[src/rtl/mem_ctrl.sv]
// mem_ctrl -- byte-serial memory access controller.
//
// Executes one load or store per request over an 8-bit bus, one byte per
// cycle, little-endian (byte 0 at the latched address first). Loads are
// assembled into a 32-bit word and sign- or zero-extended into rdata when
// the access finishes.
//
// Ports:
//   clk       in   1  system clock, rising edge
//   rst       in   1  asynchronous reset, active high
//   start     in   1  request strobe, sampled only while idle
//   mem_op    in   8  one-hot active-low {lb,lh,lw,lbu,lhu,sb,sh,sw}, bit7=lb
//   addr      in  32  byte address
//   wdata     in  32  store data
//   rdata     out 32  extended load result, held between loads
//   done      out  1  one-cycle completion pulse
//   err       out  1  one-cycle error pulse (invalid op / trapped misalign)
//   busy      out  1  high while an access is in progress
//   bus_addr  out 32  byte bus address
//   bus_dout  out  8  byte bus write data
//   bus_din   in   8  byte bus read data
//   bus_oe_n  out  1  read strobe, active low
//   bus_we_n  out  1  write strobe, active low
//
// Build option:
//   MEM_CTRL_MISALIGN_TRAP_EN  when defined, misaligned halfword/word
//                              requests finish immediately with err and
//                              no bus activity.

module mem_ctrl (
  input  logic        clk,
  input  logic        rst,
  input  logic        start,
  input  logic [7:0]  mem_op,
  input  logic [31:0] addr,
  input  logic [31:0] wdata,
  output logic [31:0] rdata,
  output logic        done,
  output logic        err,
  output logic        busy,
  output logic [31:0] bus_addr,
  output logic [7:0]  bus_dout,
  input  logic [7:0]  bus_din,
  output logic        bus_oe_n,
  output logic        bus_we_n
);

  typedef enum logic [1:0] {
    S_IDLE   = 2'd0,
    S_ACCESS = 2'd1,
    S_FIN    = 2'd2
  } state_t;

  state_t      r_state;
  state_t      w_state_nxt;

  logic [7:0]  r_op;      // latched op, active-high one-hot
  logic [31:0] r_addr;
  logic [31:0] r_wdata;
  logic [31:0] r_buf;     // load assembly buffer
  logic [31:0] r_rdata;
  logic [1:0]  r_cnt;
  logic        r_err;     // FIN reports err instead of done

  logic [7:0]  w_op_act;
  logic        w_op_none;
  logic        w_op_valid;
  logic        w_trap;
  logic        w_go;
  logic        w_fail;
  logic        w_store;
  logic        w_last;
  logic [31:0] w_buf_nxt;
  logic [31:0] w_ext;

  // Bytes minus one: word ops 3, halfword ops 1, byte ops 0.
  function automatic logic [1:0] f_len_m1(input logic [7:0] op);
    if (op[5] | op[0])
      return 2'd3;
    else if (op[6] | op[3] | op[1])
      return 2'd1;
    else
      return 2'd0;
  endfunction

  assign w_op_act   = ~mem_op;
  assign w_op_none  = (mem_op == 8'hFF);
  assign w_op_valid = $onehot(w_op_act);
  assign w_store    = |r_op[2:0];
  assign w_last     = (r_cnt == f_len_m1(r_op));

`ifdef MEM_CTRL_MISALIGN_TRAP_EN
  logic [1:0] w_in_len_m1;
  assign w_in_len_m1 = f_len_m1(w_op_act);
  assign w_trap = ((w_in_len_m1 == 2'd1) && addr[0]) ||
                  ((w_in_len_m1 == 2'd3) && (addr[1:0] != 2'b00));
`else
  assign w_trap = 1'b0;
`endif

  // Buffer with the byte arriving this cycle merged into lane cnt, so the
  // final byte can be extended into rdata on the same edge it is captured.
  always_comb begin
    w_buf_nxt = r_buf;
    w_buf_nxt[{r_cnt, 3'b000} +: 8] = bus_din;
  end

  always_comb begin
    w_ext = w_buf_nxt;
    if (r_op[7])
      w_ext = {{24{w_buf_nxt[7]}}, w_buf_nxt[7:0]};
    else if (r_op[6])
      w_ext = {{16{w_buf_nxt[15]}}, w_buf_nxt[15:0]};
    else if (r_op[4])
      w_ext = {24'h000000, w_buf_nxt[7:0]};
    else if (r_op[3])
      w_ext = {16'h0000, w_buf_nxt[15:0]};
  end

  always_ff @(posedge clk or posedge rst) begin
    if (rst)
      r_state <= S_IDLE;
    else
      r_state <= w_state_nxt;
  end

  always_comb begin
    w_state_nxt = r_state;
    w_go        = 1'b0;
    w_fail      = 1'b0;
    busy        = 1'b0;
    done        = 1'b0;
    err         = 1'b0;
    bus_addr    = r_addr;
    bus_dout    = '0;
    bus_oe_n    = 1'b1;
    bus_we_n    = 1'b1;
    case (r_state)
      S_IDLE: begin
        if (start) begin
          if (w_op_valid && !w_trap) begin
            w_go        = 1'b1;
            w_state_nxt = S_ACCESS;
          end else if (!w_op_none) begin
            w_fail      = 1'b1;
            w_state_nxt = S_FIN;
          end
        end
      end
      S_ACCESS: begin
        busy     = 1'b1;
        bus_addr = r_addr + {30'd0, r_cnt};
        if (w_store) begin
          bus_we_n = 1'b0;
          bus_dout = r_wdata[{r_cnt, 3'b000} +: 8];
        end else begin
          bus_oe_n = 1'b0;
        end
        if (w_last)
          w_state_nxt = S_FIN;
      end
      S_FIN: begin
        busy        = 1'b1;
        done        = !r_err;
        err         = r_err;
        w_state_nxt = S_IDLE;
      end
      default: w_state_nxt = S_IDLE;
    endcase
  end

  always_ff @(posedge clk or posedge rst) begin
    if (rst) begin
      r_op    <= '0;
      r_addr  <= '0;
      r_wdata <= '0;
      r_buf   <= '0;
      r_rdata <= '0;
      r_cnt   <= '0;
      r_err   <= 1'b0;
    end else begin
      case (r_state)
        S_IDLE: begin
          if (w_go) begin
            r_op    <= w_op_act;
            r_addr  <= addr;
            r_wdata <= wdata;
            r_cnt   <= '0;
            r_err   <= 1'b0;
          end else if (w_fail) begin
            r_err   <= 1'b1;
          end
        end
        S_ACCESS: begin
          r_cnt <= r_cnt + 2'd1;
          if (!w_store) begin
            r_buf <= w_buf_nxt;
            if (w_last)
              r_rdata <= w_ext;
          end
        end
        default: ;
      endcase
    end
  end

  assign rdata = r_rdata;

endmodule

[config.mk]
export PLATFORM = sky130hd
export DESIGN_NAME = mem_ctrl
export DESIGN_NICKNAME = d
export VERILOG_FILES = /design/src/rtl/mem_ctrl.sv
export SDC_FILE = /design/constraint.sdc
export NUM_CORES = 1
export LEC_CHECK = 0
export ABC_AREA = 0
export CAP_MARGIN = 20
export CELL_PAD_IN_SITES_DETAIL_PLACEMENT = 1
export CELL_PAD_IN_SITES_GLOBAL_PLACEMENT = 2
export CORE_AREA = 2 2 172 174
export DETAILED_ROUTE_END_ITERATION = 10
export DIE_AREA = 0 0 174 176
export PLACE_DENSITY_LB_ADDON = 0.1
export SLEW_MARGIN = 5
export SYNTH_ARGS = -nofsm -noshare
export SYNTH_HDL_FRONTEND = slang
export SYNTH_SLANG_ARGS = --single-unit
[constraint.sdc]
create_clock -name clk -period 11.3 [get_ports clk]
set_input_delay 1.13 -clock clk [delete_from_list [all_inputs] [get_ports clk]]
set_output_delay 1.13 -clock clk [all_outputs]
set_load 0.05 [all_outputs]
==> results.cfg, run 1 <==
[outcome]
status = finished clean

[final_layout]
nNetsFinal = 862
area_growth_syn_to_layout_pct = 37.7
layout-drive-gt1-share = 0.184
insertedDiodeCount = 0
fillCellCount = 3196

[clocking]
clkTransAtPathRegs_ns = 0.06
cts_inserted_buffers = 17
ctsResizeCount = 0
tritoncts = built
worst_skew_pair.late_latency_ns = 0.43
cts_buffer_depth = 2
clkSinkCount = 141
cts_setup_buffers = 0
root_buffer = clkbuf_16
cts.htree.levels = 4
cts_hold_buf = 0

[logic_synthesis]
synth_top_family_by_area = multiplexers
ys_warn_count = 0
synth_ff_type = dfrtp_1
synth_nets = 711
async_reset_ff_frac = 1.00
synth_area_leaders = dfrtp_1 (50%), mux2_2 (13%), a22o_1 (4.1%), nor2b_1 (3.1%), o21ai_0 (2.8%)
netlist_top_cells_count = dfrtp_1 (141), mux2_2 (83), nand2_1 (43)
synth.distinct_cells = 46
yosys.area.top_type = dfrtp_1
syn_area_mm2 = 0.00711
synth_top_area_share = 0.496
netlist_instances = 609
synthXorXnorAreaFrac = 0.0394
yosys.area_share.simple = 0.116
synth_compound_area_frac = 0.115
synth_edf_count = 0
synthAdderAreaFrac = 0.0387
ys_ff_latch = 141
synth.avg_cell_area_um2 = 11.7
muxShareOfSynthArea = 0.158
yosysSeqAreaShare = 0.496
yosysMostFrequentCell = dfrtp_1

[route]
via_per_inst = 4.54
vias = 5246
postRouteWirelength_um = 20800
final_antenna_net_count = 0
wl_per_cell_um = 18.0
dr.pass1.iters = 4
route.detailed.drc = 0
drtIter0Drc = 147

[pwr]
ir_drop_v = 0.000114
power_w = 0.00271
p_per_area_mw_per_mm2 = 277
cellLeakagePower_nw = 4.15

[global_route]
grt_pass1_vias = 5960
grt_pass1_wl_um = 33500
track_usage = 0.142
grt.overflow.total = 0
antenna_found_initial = 1
grt_max_degree = 85

[critical_path]
crit_path_end_kind = flop
cp_cell_sequence = clkdlybuf4s50_1 > fa_1 > inv_1 > fa_1 > fa_1 > ha_1 > inv_1 > fa_1 > nand4b_1 > o21ai_0 > nand3_4 > buf_4 > mux2_2 > mux2_2
worst_ep_arrival_time_ns = 5.72
crit_path_max_fanout = 77
r2r_slack_ns = 7.95
r2r_end = rdata[26]
critPathLaunchType = input port
crit_cells = 14
startpoint = mem_op[0]
critical_path.endpoint = r_cnt[0]
rr_worst_depth = 8
worstSetupPathType = input port to flop
cp_num_buf_inv = 4
required_ns = 11.61
critPathSlowestCell = fa_1
cp_common_cell = fa_1
crit_family = adder cells
rr_startpoint = r_cnt[1]
max_stage_delay_ns = 0.55

[floorplan]
rows = 62
dieArea_mm2 = 0.0306
die_w_um = 174
core_mm2 = 0.0285
io_pins = 160
dieHeight_um = 176
start_util = 0.249

[placement]
dpl.hpwl_um = 14800
numPortBuffers = 159
routabilityCongestion = 0.773

[job]
maxCapViolCount = 0

[sta]
clock_skew_ns = 0.0117
finalHoldViolCount = 0
rsz0062_at_grt = no
finalCritPeriodShare = 0.478
slew_headroom = 0.328
tns_ns = 0
drv_slew = 0
period_needed_ns = 5.41
tightest_slew_ns = 1.01
max_clock_freq_mhz = 185
setup_viol = 0

[hold_path]
whs_path_depth = 2
hp-class = flop to flop
## stage by stage
step                cells  instance area [µm²]  setup WS, ns   util  hold slack (ns)
finish               1156                 9780          5.89  0.343            0.476
global route         1156                 9780          5.56  0.343            0.512
CTS                  1154                 9750          5.84  0.342            0.485
detailed placement   1123                 9100          5.39  0.319            0.470
global placement     1123                 9100          5.55  0.319            0.462
floorplan             609                 7110          6.39      -            0.451
## cells in the final DEF (no fill, tap or decap), types with 17 or more instances in the layout
cell	synthesis	final
o21ai_0	40	40
nand2_1	43	43
inv_1	22	21
xnor2_1	22	22
dfrtp_1	141	141
clkbuf_16	0	17
a21oi_1	28	28
clkdlybuf4s50_1	0	159
nor2b_1	35	35
mux2_2	83	83
a22o_1	33	33
## layout make-up
type / instances / area [µm²] / area share
clock buffer: 18 / 439 / 0.0449
timing repair buffer: 166 / 1660 / 0.170
inverter: 24 / 95.1 / 0.00972
multi-input combinational: 410 / 3360 / 0.344
clock inverter: 13 / 213 / 0.0217
tap: 384 / 480 / 0.0491
sequential: 141 / 3530 / 0.361
## worst reg2reg max path, cell delays in order (launching register included)
cell and delay [ns]:
dfrtp_1 0.76, inv_1 0.33, ha_1 0.57, nor4bb_2 0.09, clkbuf_4 0.20, a22o_1 0.36
a31oi_4 0.42, o21ai_0 0.20, mux2_2 0.29
## state kept, by name (all words and copies together), names as in the netlist
register,count
r_cnt,2
r_op,8
r_err,1
r_buf,32
r_state,2
r_addr,32
rdata,32
r_wdata,32
## cell families (layout without fill, tap and decap cells)
| family | count (synthesis) | in the layout |
|---|---|---|
| and+or+nand+nor | 143 | 143 |
| DFF | 141 | 141 |
| AOI/OAI and AO/OA | 124 | 124 |
| muxes | 92 | 92 |
| buffers and inverters | 58 | 221 |
| xor gates and xnor gates | 32 | 32 |
| adders and majority gates | 19 | 19 |
## worst min-delay path by stage
stage / start / endpoint
6_report: rdata[13] / rdata[13]
5_1_grt: r_buf[7] / r_buf[7]
4_1_cts: rdata[14] / rdata[14]
3_5_place_dp: rdata[14] / rdata[14]
3_3_place_gp: rdata[13] / rdata[13]
2_1_floorplan: r_op[3] / r_op[3]
## report_power, final
| group | switching [W] | total (W) | internal [W] |
|---|---|---|---|
| Combinational | 0.000721 | 0.00122 | 0.000502 |
| Clock | 0.000232 | 0.000630 | 0.000398 |
| Sequential | 0.000162 | 0.000860 | 0.000698 |
## metal layers
layer | vias to the layer above | share of wire | track usage | wire [µm]
met2 | 119 | 0.51 | 0.250 | 10600
met5 | - | 0.00053 | 0 | 11
met3 | 11 | 0.062 | 0.0465 | 1290
met1 | 2652 | 0.42 | 0.167 | 8680
met4 | 2 | 0.0084 | 0.0357 | 175
li1 | 2462 | - | - | -
No activity file was read; power rests on OpenSTA's default activity.
==> run 2, diff against run 1 <==
clock period = 5.2 ns   (was 11.3 ns; I/O delays follow)
==> run 2 against run 1 <==
- wire length up 1.4%
- critical path depth down 1
- utilization is 0.17 points lower
- cell area fell by 0.49%
- largest cell class unchanged
==> results.cfg, run 2 (synthesized netlist as in run 1, its figures left out) <==
[outcome]
status = finished clean

[clocking]
cts_hold_buf = 0
cts_buffer_depth = 2
cts_inserted_buffers = 17
ctsResizeCount = 0
cts_setup_buffers = 0
root_buffer = clkbuf_16
clkSinkCount = 141
cts.htree.levels = 4
tritoncts = built
clkTransAtPathRegs_ns = 0.07
worst_skew_pair.late_latency_ns = 0.43

[sta]
tightest_slew_ns = 0.924
clock_skew_ns = 0.0118
finalCritPeriodShare = 0.822
tns_ns = 0
drv_slew = 0
max_clock_freq_mhz = 234
rsz0062_at_grt = no
hold_ws_ns = 0.444
finalHoldViolCount = 0
setup_viol = 0
period_needed_ns = 4.27
slew_headroom = 0.380

[pwr]
ir_drop_v = 0.000260
power_w = 0.00577
cellLeakagePower_nw = 4.13
p_per_area_mw_per_mm2 = 593

[final_layout]
layout-drive-gt1-share = 0.186
area_growth_syn_to_layout_pct = 37.0
nNetsFinal = 864
layout.cells.non_filler = 1159
mostFrequentLayoutCells = clkdlybuf4s50_1 (159), dfrtp_1 (141), mux2_2 (83)
final_common_cell = clkdlybuf4s50_1
insertedDiodeCount = 0

[global_route]
grt.overflow.total = 0
grt_pass1_wl_um = 33600
grt_pass1_vias = 5970
track_usage = 0.143
antenna_found_initial = 0
grt_max_degree = 104

[route]
via_per_inst = 4.57
postRouteWirelength_um = 21100
dr.pass1.iters = 6
final_antenna_net_count = 0
drtIter0Drc = 191
route.detailed.drc = 0
wl_per_cell_um = 18.2
vias = 5298

[critical_path]
crit_path_end_kind = flop
critPathLaunchType = input port
required_ns = 5.50
worstSetupPathType = input port to flop
worst_ep_arrival_time_ns = 4.58
crit_path_max_fanout = 49

[floorplan]
core_mm2 = 0.0285
die_w_um = 174
dieArea_mm2 = 0.0306
dieHeight_um = 176
io_pins = 160
rows = 62
start_util = 0.249

[placement]
routabilityCongestion = 0.773
dpl.hpwl_um = 15000
dp.cells = 1126
numPortBuffers = 159

[hold_path]
hp-class = input port to async pin

[job]
maxCapViolCount = 0
run 2: cell count changes in the layout (fill, tap and decap cells not counted), sizes merged:
| cell | delta |
|---|---|
| clkinvlp | +1 |
| inv | +3 |
| bufinv | -4 |
| buf | +3 |
run 2: final timing paths:
check                      slack, ns  cells past startpoint    endpoint      start
max                             0.93                     13  r_addr[11]  mem_op[0]
min                             0.44                      2   rdata[20]        rst
max reg2reg                     1.98                      9   rdata[27]   r_cnt[0]
min reg2reg                     0.48                      2   rdata[13]  rdata[13]
max in group asynchronous       3.46                      4   r_addr[5]        rst
min in group clk                0.48                      2   rdata[13]  rdata[13]
run 2: cell type report:
| type | instances | area, µm² |
|---|---|---|
| inverters | 24 | 95.1 |
| well taps | 384 | 480 |
| multi-input cells | 410 | 3360 |
| repair buffers | 168 | 1690 |
| flip-flops and latches | 141 | 3530 |
| clock inverters | 13 | 130 |
| fillers | 3188 | 18800 |
| clock buffers | 19 | 453 |
run 2: critical path, cell delays in order:
cell and delay [ns]:
clkdlybuf4s50_1 0.47, fa_1 0.55, inv_1 0.05, fa_1 0.45, fa_1 0.50, ha_1 0.16, inv_1 0.06, fa_1 0.50
nand4b_1 0.08, o21ai_0 0.39, nand3_4 0.22, buf_12 0.25, mux2_2 0.32
run 2: stage by stage:
step | utilization | instance area (µm²) | worst slack, ns
floorplan | - | 7110 | 0.899
global placement | 0.320 | 9130 | 0.581
detailed placement | 0.320 | 9130 | 0.477
CTS | 0.340 | 9710 | 0.922
global route | 0.341 | 9740 | 0.769
finish | 0.341 | 9740 | 0.927
run 2: power by group:
group          switching, W  leakage, nW  internal (W)
Clock              0.000541        0.274      0.000694
Sequential         0.000335         1.77       0.00152
Combinational       0.00159         2.09       0.00110
run 2: metal layers:
metal	wire, µm	vias to the layer above	GRT usage	share of wire
met2	10500	123	0.244	0.50
met5	0	-	0	0
met4	263	0	0.0431	0.012
li1	-	2465	-	-
met3	1130	15	0.0407	0.053
met1	9130	2695	0.175	0.43
==> run 3, diff against run 2 <==
clock period = 3.55 ns   (was 5.2 ns; I/O delays follow)
==> run 3 against run 2 <==
- clock power increased by 62%
- total power increased by 58%
- die area unchanged
- cell count increased by 1.4%
- sequential share of layout area decreased by 1.8 points
- hold slack got worse by 0.27 ns
- flip-flop and latch count unchanged
- via count increased by 0.91%
- utilization increased by 1.8 points
- largest cell class unchanged
- first-iteration DRC count increased by 15%
- clock-buffer cell count decreased by 2
==> results.cfg, run 3 (synthesized netlist as in run 1, its figures left out) <==
[floorplan]
die_w_um = 174
core_mm2 = 0.0285
dieHeight_um = 176
dieArea_mm2 = 0.0306
io_pins = 160
start_util = 0.249
rows = 62

[clocking]
cts_buffer_depth = 2
tritoncts = built
cts.htree.levels = 4
worst_skew_pair.late_latency_ns = 0.43
clkTransAtPathRegs_ns = 0.06
cts_inserted_buffers = 17
root_buffer = clkbuf_16
clkSinkCount = 141

[sta]
clock_skew_ns = 0.0109
hold_ws_ns = 0.173
fin_ws_ns = 0.00531
slew_headroom = 0.456
finalCritPeriodShare = 0.999
period_needed_ns = 3.54
drv_slew = 0
setup_viol = 0
finalHoldViolCount = 0
rsz0062_at_grt = yes
tightest_slew_ns = 0.814
max_clock_freq_mhz = 282

[placement]
routabilityCongestion = 0.763
placed_cell_area_mm2 = 0.00950
dp.cells = 1140
numPortBuffers = 159
dpl.hpwl_um = 15400
dp_slack_ns = -0.818

[final_layout]
final_area_mm2 = 0.0103
fillCellCount = 3129
layout-drive-gt1-share = 0.250
final_common_cell = dfrtp_1
multiInputGateArea_mm2 = 0.00338
mostFrequentLayoutCells = dfrtp_1 (141), clkdlybuf4s50_1 (127), mux2_2 (81)
nNetsFinal = 882
seq_area_mm2 = 0.00353
area_growth_syn_to_layout_pct = 44.3
insertedDiodeCount = 0
layout.cells.non_filler = 1175

[hold_path]
hp-class = input port to flop

[critical_path]
worst_ep_arrival_time_ns = 3.86
crit_path_end_kind = flop
r2r_slack_ns = 0.65
crit_path_max_fanout = 5
critPathLaunchType = input port
worstSetupPathType = input port to flop
required_ns = 3.86

[route]
wl_per_cell_um = 18.2
vias = 5346
drtIter0Drc = 220
final_antenna_net_count = 0
dr.pass1.iters = 4
via_per_inst = 4.55
postRouteWirelength_um = 21400
route.detailed.drc = 0

[pwr]
power_frac_comb = 0.482
power_w = 0.00909
internal-power_w = 0.00542
ir_drop_v = 0.000359
cellLeakagePower_nw = 4.43
power_switching_share = 0.404
p_per_area_mw_per_mm2 = 887
p_sw_w = 0.00367
clockPowerShare = 0.219
p_seq_frac = 0.300

[outcome]
status = finished clean

[global_route]
grt_max_degree = 39
antenna_found_initial = 1
grt_pass1_wl_um = 34300
grt.overflow.total = 0
track_usage = 0.145
grt_pass1_vias = 5984

[job]
maxCapViolCount = 0
run 3: through the flow:
| step | util | TNS [ns] |
|---|---|---|
| final | 0.359 | 0 |
| after global routing | 0.359 | -2.66 |
| after CTS | 0.357 | -1.50 |
| after detailed placement | 0.333 | -59.46 |
| after global placement | 0.333 | -50.77 |
| after floorplan | - | -2.81 |
run 3: power groups by stage:
stage	clock network [W]	registers [W]	logic, W
after detailed placement	0	0.00277	0.00438
after global routing	0.00213	0.00282	0.00468
after CTS	0.00207	0.00274	0.00444
after global placement	0	0.00272	0.00433
final	0.00199	0.00272	0.00438
after floorplan	0	0.00304	0.00235
run 3: path summary, 6_finish.rpt:
check | startpoint | cells past startpoint | endpoint
setup / recovery | mem_op[0] | 13 | r_cnt[0]
hold reg to reg | rdata[10] | 2 | rdata[10]
setup reg to reg | r_cnt[0] | 9 | rdata[22]
hold / removal | mem_op[1] | 2 | r_op[1]
min in group asynchronous | rst | 2 | r_addr[18]
max in group asynchronous | rst | 4 | r_addr[8]
run 3: what timing repair did:
item | in CTS | in global routing
resized for setup | 24 | 7
pin swaps | 8 | 7
setup buffers | 1 | 2
setup endpoints to repair | 77 | 79
hold buffers | 0 | 0
cloned | 1 | 0
run 3: worst max-delay path, cell delays in order:
cell and delay [ns]:
buf_8 0.10, fa_1 0.57, inv_2 0.05, fa_1 0.44, fa_1 0.50, ha_2 0.20
inv_2 0.05, fa_1 0.50, nand4b_1 0.11, o21ai_2 0.20, nand3_4 0.19, mux2_4 0.32
mux2_4 0.26
run 3: metal layers:
layer | share of wire | global-route usage | vias to the layer above
met2 | 0.50 | 0.245 | 112
li1 | - | - | 2505
met3 | 0.051 | 0.0394 | 27
met1 | 0.43 | 0.180 | 2702
met4 | 0.019 | 0.0483 | 0
met5 | 0 | 0 | -
run 3: cell type report:
cell class,count,area share
clock buffer,17,0.0415
clock inverter,13,0.0211
inverter,24,0.00915
multi-input combinational,410,0.330
sequential,141,0.344
tap,384,0.0469
timing repair buffer,186,0.208
